File: src/rtl/dlsc_pcie_s6_outbound_encode.sv
// Outbound memory request TLP encoder: packs a 3DW/4DW header and byte-swapped payload onto a 32-bit TX stream.
// Optional DLSC_PCIE_S6_OUTBOUND_AUTOTAG_EN: reads take tags from an internal 5-bit counter, writes use tag 0.
module dlsc_pcie_s6_outbound_encode #(
    parameter int ADDR = 32
) (
    input  logic            clk,
    input  logic            rst,
    input  logic [15:0]     cfg_id,
    output logic            tlp_h_ready,
    input  logic            tlp_h_valid,
    input  logic            tlp_h_write,
    input  logic [ADDR-3:0] tlp_h_addr,
    input  logic [9:0]      tlp_h_len,
    input  logic [3:0]      tlp_h_be_first,
    input  logic [3:0]      tlp_h_be_last,
    input  logic [7:0]      tlp_h_tag,
    output logic            tlp_d_ready,
    input  logic            tlp_d_valid,
    input  logic [31:0]     tlp_d_data,
    input  logic            tx_ready,
    output logic            tx_valid,
    output logic [31:0]     tx_data,
    output logic            tx_last
);

    typedef enum logic [2:0] {
        ST_IDLE,
        ST_H0,
        ST_H1,
        ST_H2,
        ST_H3,
        ST_DATA
    } state_t;

    state_t      state_q;
    logic [31:0] h0_q, h1_q, h2_q, h3_q;
    logic [31:0] h0_d, h1_d, h2_d, h3_d;
    logic        fmt64_q, fmt64_d;
    logic        write_q;
    logic [10:0] cnt_q, cnt_d;
    logic [63:0] addr64;
    logic [7:0]  tag_d;
    logic [3:0]  be_last_d;

`ifdef DLSC_PCIE_S6_OUTBOUND_AUTOTAG_EN
    logic [4:0]  tag_cnt_q;
`endif

    // Header words are built combinationally from the request and captured at accept
    always_comb begin
        addr64            = '0;
        addr64[ADDR-1:0]  = {tlp_h_addr, 2'b00};
        fmt64_d           = |addr64[63:32];
        cnt_d             = {(tlp_h_len == 10'd0), tlp_h_len};
`ifdef DLSC_PCIE_S6_OUTBOUND_AUTOTAG_EN
        tag_d             = tlp_h_write ? 8'h00 : {3'b000, tag_cnt_q};
`else
        tag_d             = tlp_h_tag;
`endif
        be_last_d         = (tlp_h_len == 10'd1) ? 4'h0 : tlp_h_be_last;
        h0_d              = {1'b0, tlp_h_write, fmt64_d, 5'b00000, 1'b0, 3'b000, 4'b0000,
                             1'b0, 1'b0, 2'b00, 2'b00, tlp_h_len};
        h1_d              = {cfg_id, tag_d, be_last_d, tlp_h_be_first};
        h3_d              = {addr64[31:2], 2'b00};
        h2_d              = fmt64_d ? addr64[63:32] : h3_d;
    end

    always_ff @(posedge clk) begin
        if (rst) begin
            state_q   <= ST_IDLE;
            h0_q      <= '0;
            h1_q      <= '0;
            h2_q      <= '0;
            h3_q      <= '0;
            fmt64_q   <= 1'b0;
            write_q   <= 1'b0;
            cnt_q     <= '0;
`ifdef DLSC_PCIE_S6_OUTBOUND_AUTOTAG_EN
            tag_cnt_q <= '0;
`endif
        end else begin
            case (state_q)
                ST_IDLE: begin
                    if (tlp_h_valid) begin
                        h0_q    <= h0_d;
                        h1_q    <= h1_d;
                        h2_q    <= h2_d;
                        h3_q    <= h3_d;
                        fmt64_q <= fmt64_d;
                        write_q <= tlp_h_write;
                        cnt_q   <= cnt_d;
                        state_q <= ST_H0;
`ifdef DLSC_PCIE_S6_OUTBOUND_AUTOTAG_EN
                        if (!tlp_h_write) tag_cnt_q <= tag_cnt_q + 5'd1;
`endif
                    end
                end
                ST_H0: if (tx_ready) state_q <= ST_H1;
                ST_H1: if (tx_ready) state_q <= ST_H2;
                ST_H2: if (tx_ready) state_q <= fmt64_q ? ST_H3 : (write_q ? ST_DATA : ST_IDLE);
                ST_H3: if (tx_ready) state_q <= write_q ? ST_DATA : ST_IDLE;
                ST_DATA: begin
                    if (tlp_d_valid && tx_ready) begin
                        cnt_q <= cnt_q - 11'd1;
                        if (cnt_q == 11'd1) state_q <= ST_IDLE;
                    end
                end
                default: state_q <= ST_IDLE;
            endcase
        end
    end

    // Payload passes straight through so the core's backpressure reaches the source without a skid buffer
    always_comb begin
        tlp_h_ready = 1'b0;
        tlp_d_ready = 1'b0;
        tx_valid    = 1'b0;
        tx_data     = '0;
        tx_last     = 1'b0;
        case (state_q)
            ST_IDLE: tlp_h_ready = !rst;
            ST_H0: begin
                tx_valid = 1'b1;
                tx_data  = h0_q;
            end
            ST_H1: begin
                tx_valid = 1'b1;
                tx_data  = h1_q;
            end
            ST_H2: begin
                tx_valid = 1'b1;
                tx_data  = h2_q;
                tx_last  = !fmt64_q && !write_q;
            end
            ST_H3: begin
                tx_valid = 1'b1;
                tx_data  = h3_q;
                tx_last  = !write_q;
            end
            ST_DATA: begin
                tlp_d_ready = tx_ready;
                tx_valid    = tlp_d_valid;
                tx_data     = {tlp_d_data[7:0], tlp_d_data[15:8], tlp_d_data[23:16], tlp_d_data[31:24]};
                tx_last     = (cnt_q == 11'd1);
            end
            default: ;
        endcase
    end

endmodule

File: config.mk
export PLATFORM = sky130hd
export DESIGN_NAME = dlsc_pcie_s6_outbound_encode
export DESIGN_NICKNAME = d
export VERILOG_FILES = /design/src/rtl/dlsc_pcie_s6_outbound_encode.sv
export SDC_FILE = /design/constraint.sdc
export NUM_CORES = 1
export LEC_CHECK = 0
export ABC_AREA = 1
export CORE_AREA = 2 2 134 136
export CTS_CLUSTER_DIAMETER = 150
export CTS_CLUSTER_SIZE = 28
export DETAILED_ROUTE_END_ITERATION = 8
export DIE_AREA = 0 0 136 138
export SETUP_SLACK_MARGIN = 0.05
export SLEW_MARGIN = 15
export SYNTH_ARGS = -nofsm -noshare
export SYNTH_HDL_FRONTEND = slang
export SYNTH_SLANG_ARGS = --single-unit
File: constraint.sdc
create_clock -name clk -period 1.7 [get_ports clk]
set_clock_uncertainty 0.1 [all_clocks]
set_input_delay 0.51 -clock clk [delete_from_list [all_inputs] [get_ports clk]]
set_output_delay 0.51 -clock clk [all_outputs]
set_load 0.03 [all_outputs]
==> flow_summary.json, run 1 <==
{
  "cpMaxStageDelayCell": "dfxtp_4",
  "max_freq_mhz": 445,
  "cp.arrival_ns": 1.64,
  "intPower_uw": 7580,
  "post-route-period-util_pct": 132,
  "crit_chain": "inv_4 > nand2_4 > nand2_4 > nand2_4 > buf_12 > buf_12 > o221ai_4 > buf_6",
  "crit_type": "flop to output port",
  "vias_per_cell": 4.57,
  "synth.distinct_cells": 26,
  "dp_slack_ns": -0.512,
  "multi_input_area_um2": 2660,
  "netlist_top_cells_area": "dfxtp_1 (41%), a21oi_1 (9.7%), nand2_1 (9.5%)",
  "synth_compound_area_share_pct": 26.3,
  "report.final.slew_viol_count": 0,
  "yosysWarnings": 0,
  "final_cells": 1034,
  "required_ns": 1.09,
  "worst-path-buf-inv": 4,
  "holdCritPathClass": "flop to flop",
  "power_uw": 13200,
  "syn_to_final_growth_pct": 83.4,
  "final_nets": 912,
  "vias": 4729,
  "synth-simple-area-share_pct": 18.5,
  "yosys.area.top_type": "dfxtp_1",
  "core_um2": 17500,
  "die_h_um": 138,
  "p_comb_share_pct": 60.6,
  "drc": 0,
  "fin_util_pct": 44.4,
  "p_leak_uw": 0.00306,
  "cts_made_buffers": 9,
  "syn_inst": 606,
  "synth_top_area_share_pct": 41.0,
  "synth_top_family_by_area": "compound AO/OA/AOI/OAI gates",
  "grt_usage_pct": 16.7,
  "io_buffers": 145,
  "grt_pass1_vias": 4616,
  "synth_most_common_cell": "nand2_1",
  "diodes": 0,
  "path_clk_slew_ns": 0.06,
  "rsz0062_at_grt": "true",
  "syn_avg_cell_area_um2": 7.01,
  "dp_hpwl_um": 11000,
  "ir_drop_mv": 0.770,
  "initial_core_util_pct": 24.2,
  "async_flop_share_pct": 0,
  "cp_top_family": "buffers and inverters",
  "final.setup.worst_slack_ns": -0.549,
  "dieArea_um2": 18800,
  "min_period_ns": 2.25,
  "placed_area_um2": 6850,
  "drt_iter0_drc": 193,
  "regArea_um2": 1750,
  "clk_path_buf_depth": 2,
  "critPathMaxFanout": 6,
  "start_kind": "flop",
  "finalHoldViolCount": 0,
  "outcome": "finished, violations left",
  "worst_path_most_repeated_cell": "nand2_4",
  "syn_area_um2": 4250,
  "ant_nets": 0,
  "drtPass1Iterations": 4,
  "cts_sinks": 87,
  "ys_seq_elements": 87,
  "grt_pass1_wl_um": 24400,
  "swShare_pct": 42.7,
  "cts_tree": "done",
  "crit_path_max_incr_delay_ns": 0.38,
  "grt-ovfl-total": 0,
  "cellPowerDensity_nw_per_um2": 1700,
  "yosysSeqAreaShare_pct": 41.0,
  "grt_start_max_net_pins": 64,
  "wl_um": 15900,
  "end_kind": "output port",
  "placedCellCount": 1005,
  "power_frac_seq_pct": 23.0,
  "slew_headroom_pct": 84.4,
  "drv_cap": 0,
  "drive_gt1_share_pct": 27.6,
  "gp_congestion": 0.843,
  "ios": 146,
  "fillers": 1799,
  "cts_htree_levels": 3,
  "ys_top_cells_by_count": "nand2_1 (107), dfxtp_1 (87), inv_1 (85)",
  "p_clk_share_pct": 16.4,
  "synth_mux_area_share_pct": 0,
  "synth.net_count": 718,
  "clk_latency_ns": 0.34,
  "final_area_um2": 7790,
  "max_slew.worst_pin.slew_ns": 0.233,
  "post_drt_wl_per_cell_um": 15.4,
  "ctsRootBufferMaster": "clkbuf_16",
  "violations": "negative setup slack",
  "synth-xor-area-share_pct": 0,
  "die_w_um": 136,
  "setup_viol": 36,
  "switching_power_uw": 5660,
  "row_count": 49,
  "synth_edf_count": 0,
  "cts_hold_buffers": 0,
  "grt_antenna_before_repair": 0,
  "synth-adder-area-share_pct": 0.589,
  "ys.flop_type": "dfxtp_1"
}
## placed cells by master, fill, tap and decap left out, types with 23 or more instances in the layout
cell,Yosys,layout
nand2_1,107,83
o21ai_0,40,30
a21oi_1,82,77
buf_4,2,47
o21ai_1,51,54
nand2_2,3,23
dfxtp_1,87,84
inv_1,85,79
nor2_1,50,44
clkdlybuf4s50_1,0,107
buf_6,12,39
## power groups by stage
stage	logic (uW)	clock network, uW	registers [uW]
6_report	8030	2170	3040
4_1_cts	7700	2250	3010
3_3_place_gp	6770	0	3020
3_5_place_dp	6840	0	3030
5_1_grt	8680	2340	3110
2_1_floorplan	4700	0	2980
## timing repair
| action | CTS | global route |
|---|---|---|
| resized for setup | 78 | 41 |
| buffers inserted | 10 | 0 |
| cloned | 2 | 2 |
| endpoints found under the setup margin | 44 | 115 |
| pin swaps | 5 | 6 |
## path summary, 6_finish.rpt
check | endpoint | from | slack, ns | cells after the start
setup / recovery | tx_data[12] | state_q[0] | -0.55 | 8
hold / removal | h1_q[3] | h1_q[3] | 0.36 | 2
hold reg to reg | h1_q[3] | h1_q[3] | 0.36 | 2
setup reg to reg | write_q | state_q[0] | 0 | 7
## layout make-up
type                    count  area share, %
clock buffers              12           3.17
well taps                 229           3.68
flip-flops and latches     87           22.5
multi-input cells         394           34.2
repair buffers            220           30.9
inverters                  88           4.53
clock inverters             4          0.996
## through the flow
stage          hold slack (ns)  TNS [ns]
2_1_floorplan            0.325     -1.64
3_3_place_gp             0.337    -31.77
3_5_place_dp             0.339    -33.14
4_1_cts                  0.354    -17.85
5_1_grt                  0.377    -20.38
6_report                 0.357    -17.41
## cell families (layout without fill, tap and decap cells)
family / after synthesis / in the layout
AOI/OAI and AO/OA: 202 / 202
and+or+nand+nor: 190 / 190
buffers and inverters: 125 / 324
DFF: 87 / 87
adders and majority gates: 2 / 2
## flip-flops by register name, summed over array words and instances, names as in the netlist
name,cells
h0_q,10
write_q,1
state_q,3
h1_q,32
h3_q,30
cnt_q,11
## worst register-to-register path, stage by stage (launching register included)
cell and delay (ns):
dfxtp_4 0.38, nor2_1 0.19, nand2_4 0.11, nor2_4 0.19, clkinv_4 0.14, bufbuf_16 0.34, nor2_1 0.10, nor2_1 0.05
## metal layers
metal / vias up / routed length [um] / GRT usage, %
li1: 2396 / - / -
met4: 0 / 422 / 6.36
met5: - / 0 / 0
met1: 2174 / 7230 / 21.8
met2: 136 / 7400 / 26.7
met3: 23 / 849 / 3.70
Note: power is estimated with default switching activity, not from simulation.
==> run 2: changes to the inputs <==
--- a/config.mk
+++ b/config.mk
@@ -12,7 +12,7 @@
 export DETAILED_ROUTE_END_ITERATION = 8
 export DIE_AREA = 0 0 136 138
 export SETUP_SLACK_MARGIN = 0.05
-export SLEW_MARGIN = 15
+export SLEW_MARGIN = 10
 export SYNTH_ARGS = -nofsm -noshare
 export SYNTH_HDL_FRONTEND = slang
 export SYNTH_SLANG_ARGS = --single-unit
==> results of run 2 <==
Final layout, timing and power as in run 1 (identical DEF).
==> run 3: changes to the inputs <==
--- a/config.mk
+++ b/config.mk
@@ -11,6 +11,7 @@
 export CTS_CLUSTER_SIZE = 28
 export DETAILED_ROUTE_END_ITERATION = 8
 export DIE_AREA = 0 0 136 138
+export PLACE_DENSITY = 0.51
 export SETUP_SLACK_MARGIN = 0.05
 export SLEW_MARGIN = 10
 export SYNTH_ARGS = -nofsm -noshare
==> constraint.sdc (replaced) <==
create_clock -name clk -period 1.9 [get_ports clk]
set_clock_uncertainty 0.1 [all_clocks]
set_input_delay 0.57 -clock clk [delete_from_list [all_inputs] [get_ports clk]]
set_output_delay 0.57 -clock clk [all_outputs]
set_load 0.03 [all_outputs]
==> flow_summary.json, run 3 (synthesized netlist as in run 1, its figures left out) <==
{
  "finalHoldViolCount": 0,
  "post-route-period-util_pct": 119,
  "ctsRootBufferMaster": "clkbuf_16",
  "end_kind": "output port",
  "drtPass1Iterations": 6,
  "drive_gt1_share_pct": 26.0,
  "wl_um": 15900,
  "power_uw": 11400,
  "post_drt_wl_per_cell_um": 15.4,
  "clk_path_buf_depth": 2,
  "layout_common_cells": "clkdlybuf4s50_1 (107), nand2_1 (93), dfxtp_1 (84), inv_1 (79), a21oi_1 (76)",
  "start_kind": "flop",
  "core_um2": 17500,
  "cts_htree_levels": 3,
  "final_common_cell": "clkdlybuf4s50_1",
  "cts_tree": "done",
  "io_buffers": 145,
  "final_nets": 909,
  "ant_nets": 0,
  "outcome": "finished, violations left",
  "grt_start_max_net_pins": 37,
  "setup_viol": 36,
  "required_ns": 1.23,
  "cts_made_buffers": 9,
  "final.setup.worst_slack_ns": -0.355,
  "fin_util_pct": 43.2,
  "grt_antenna_before_repair": 0,
  "placed_area_um2": 6800,
  "slew_headroom_pct": 77.6,
  "top_regs": "h1_q: 32 flops, h3_q: 30 flops, cnt_q: 11 flops",
  "drt_iter0_drc": 241,
  "final_area_um2": 7570,
  "regMostFlops": "h1_q",
  "cts_sinks": 87,
  "initial_core_util_pct": 24.2,
  "drc": 0,
  "row_count": 49,
  "grt-ovfl-total": 0,
  "crit_type": "flop to output port",
  "critPathMaxFanout": 13,
  "placedCellCount": 1007,
  "die_h_um": 138,
  "gp_congestion": 0.842,
  "path_clk_slew_ns": 0.07,
  "cellPowerDensity_nw_per_um2": 1510,
  "final_cells": 1030,
  "clk_latency_ns": 0.34,
  "dieArea_um2": 18800,
  "rsz0062_at_grt": "true",
  "min_period_ns": 2.26,
  "vias": 4765,
  "drv_cap": 0,
  "dp_hpwl_um": 11700,
  "die_w_um": 136,
  "largest_register_ffs": 32,
  "ir_drop_mv": 0.871,
  "syn_to_final_growth_pct": 78.3,
  "max_freq_mhz": 443,
  "vias_per_cell": 4.63,
  "cts_hold_buffers": 0,
  "holdCritPathClass": "flop to flop",
  "grt_usage_pct": 17.1,
  "max_slew.worst_pin.slew_ns": 0.335,
  "violations": "negative setup slack",
  "diodes": 0,
  "grt_pass1_wl_um": 25400,
  "report.final.slew_viol_count": 0,
  "cp.arrival_ns": 1.59,
  "ios": 146,
  "grt_pass1_vias": 4846,
  "p_leak_uw": 0.00299
}
-- run 3: changes by cell type in the layout (fill, tap and decap cells not counted), sizes merged --
cell / change
dlygate4sd2: -1
bufinv: -1
bufbuf: -2
clkinvlp: +2
dlymetal6s2s: +1
clkbuf: -2
buf: -1
inv: +1
clkinv: -1
-- run 3: cell type report --
cell class	instances	area, um2
clock buffers	10	229
clock inverters	5	58.8
fillers	1778	9960
inverters	88	343
multi-input cells	394	2570
flip-flops and latches	87	1750
well taps	229	287
repair buffers	217	2330
-- run 3: worst paths after layout --
path | from | endpoint | slack (ns) | cells after the start
worst min register to register | cnt_q[9] | cnt_q[9] | 0.36 | 2
worst max-delay path | state_q[0] | tx_data[10] | -0.36 | 6
worst min-delay path | cnt_q[9] | cnt_q[9] | 0.36 | 2
worst max register to register | state_q[0] | cnt_q[7] | 0.10 | 11
-- run 3: repair_timing --
action | CTS | global route
setup buffers | 5 | 2
cloned | 1 | 1
resized for setup | 73 | 42
pin swaps | 3 | 5
setup endpoints to repair | 36 | 115
endpoints found under the hold margin | 0 | 0
-- run 3: per-layer routing --
metal / wire, um / GRT usage [%]
met5: 0 / 0
met4: 444 / 7.35
met3: 837 / 2.68
met2: 7540 / 27.9
met1: 7050 / 22.3
-- run 3: power breakdown --
| part | total (uW) | internal, uW | leakage [uW] | switching [uW] |
|---|---|---|---|---|
| Clock | 1790 | 1020 | 0.000135 | 775 |
| Sequential | 2720 | 2450 | 0.000720 | 275 |
| Combinational | 6930 | 3000 | 0.00214 | 3930 |
-- run 3: worst max-delay path: stages, from the launching register on --
cell and delay, ns:
dfxtp_4 0.39, nand2_1 0.09, nand2_2 0.13, nand2_8 0.10, buf_12 0.18, o221ai_4 0.17, buf_6 0.16
-- run 3: per-stage QoR --
step	hold WS [ns]	setup WS [ns]	TNS, ns
after floorplan	0.325	-0.0520	-0.260
after global placement	0.339	-0.346	-19.06
after detailed placement	0.350	-0.344	-19.95
after CTS	0.360	-0.386	-12.07
after global routing	0.387	-0.430	-13.56
final	0.358	-0.355	-10.80
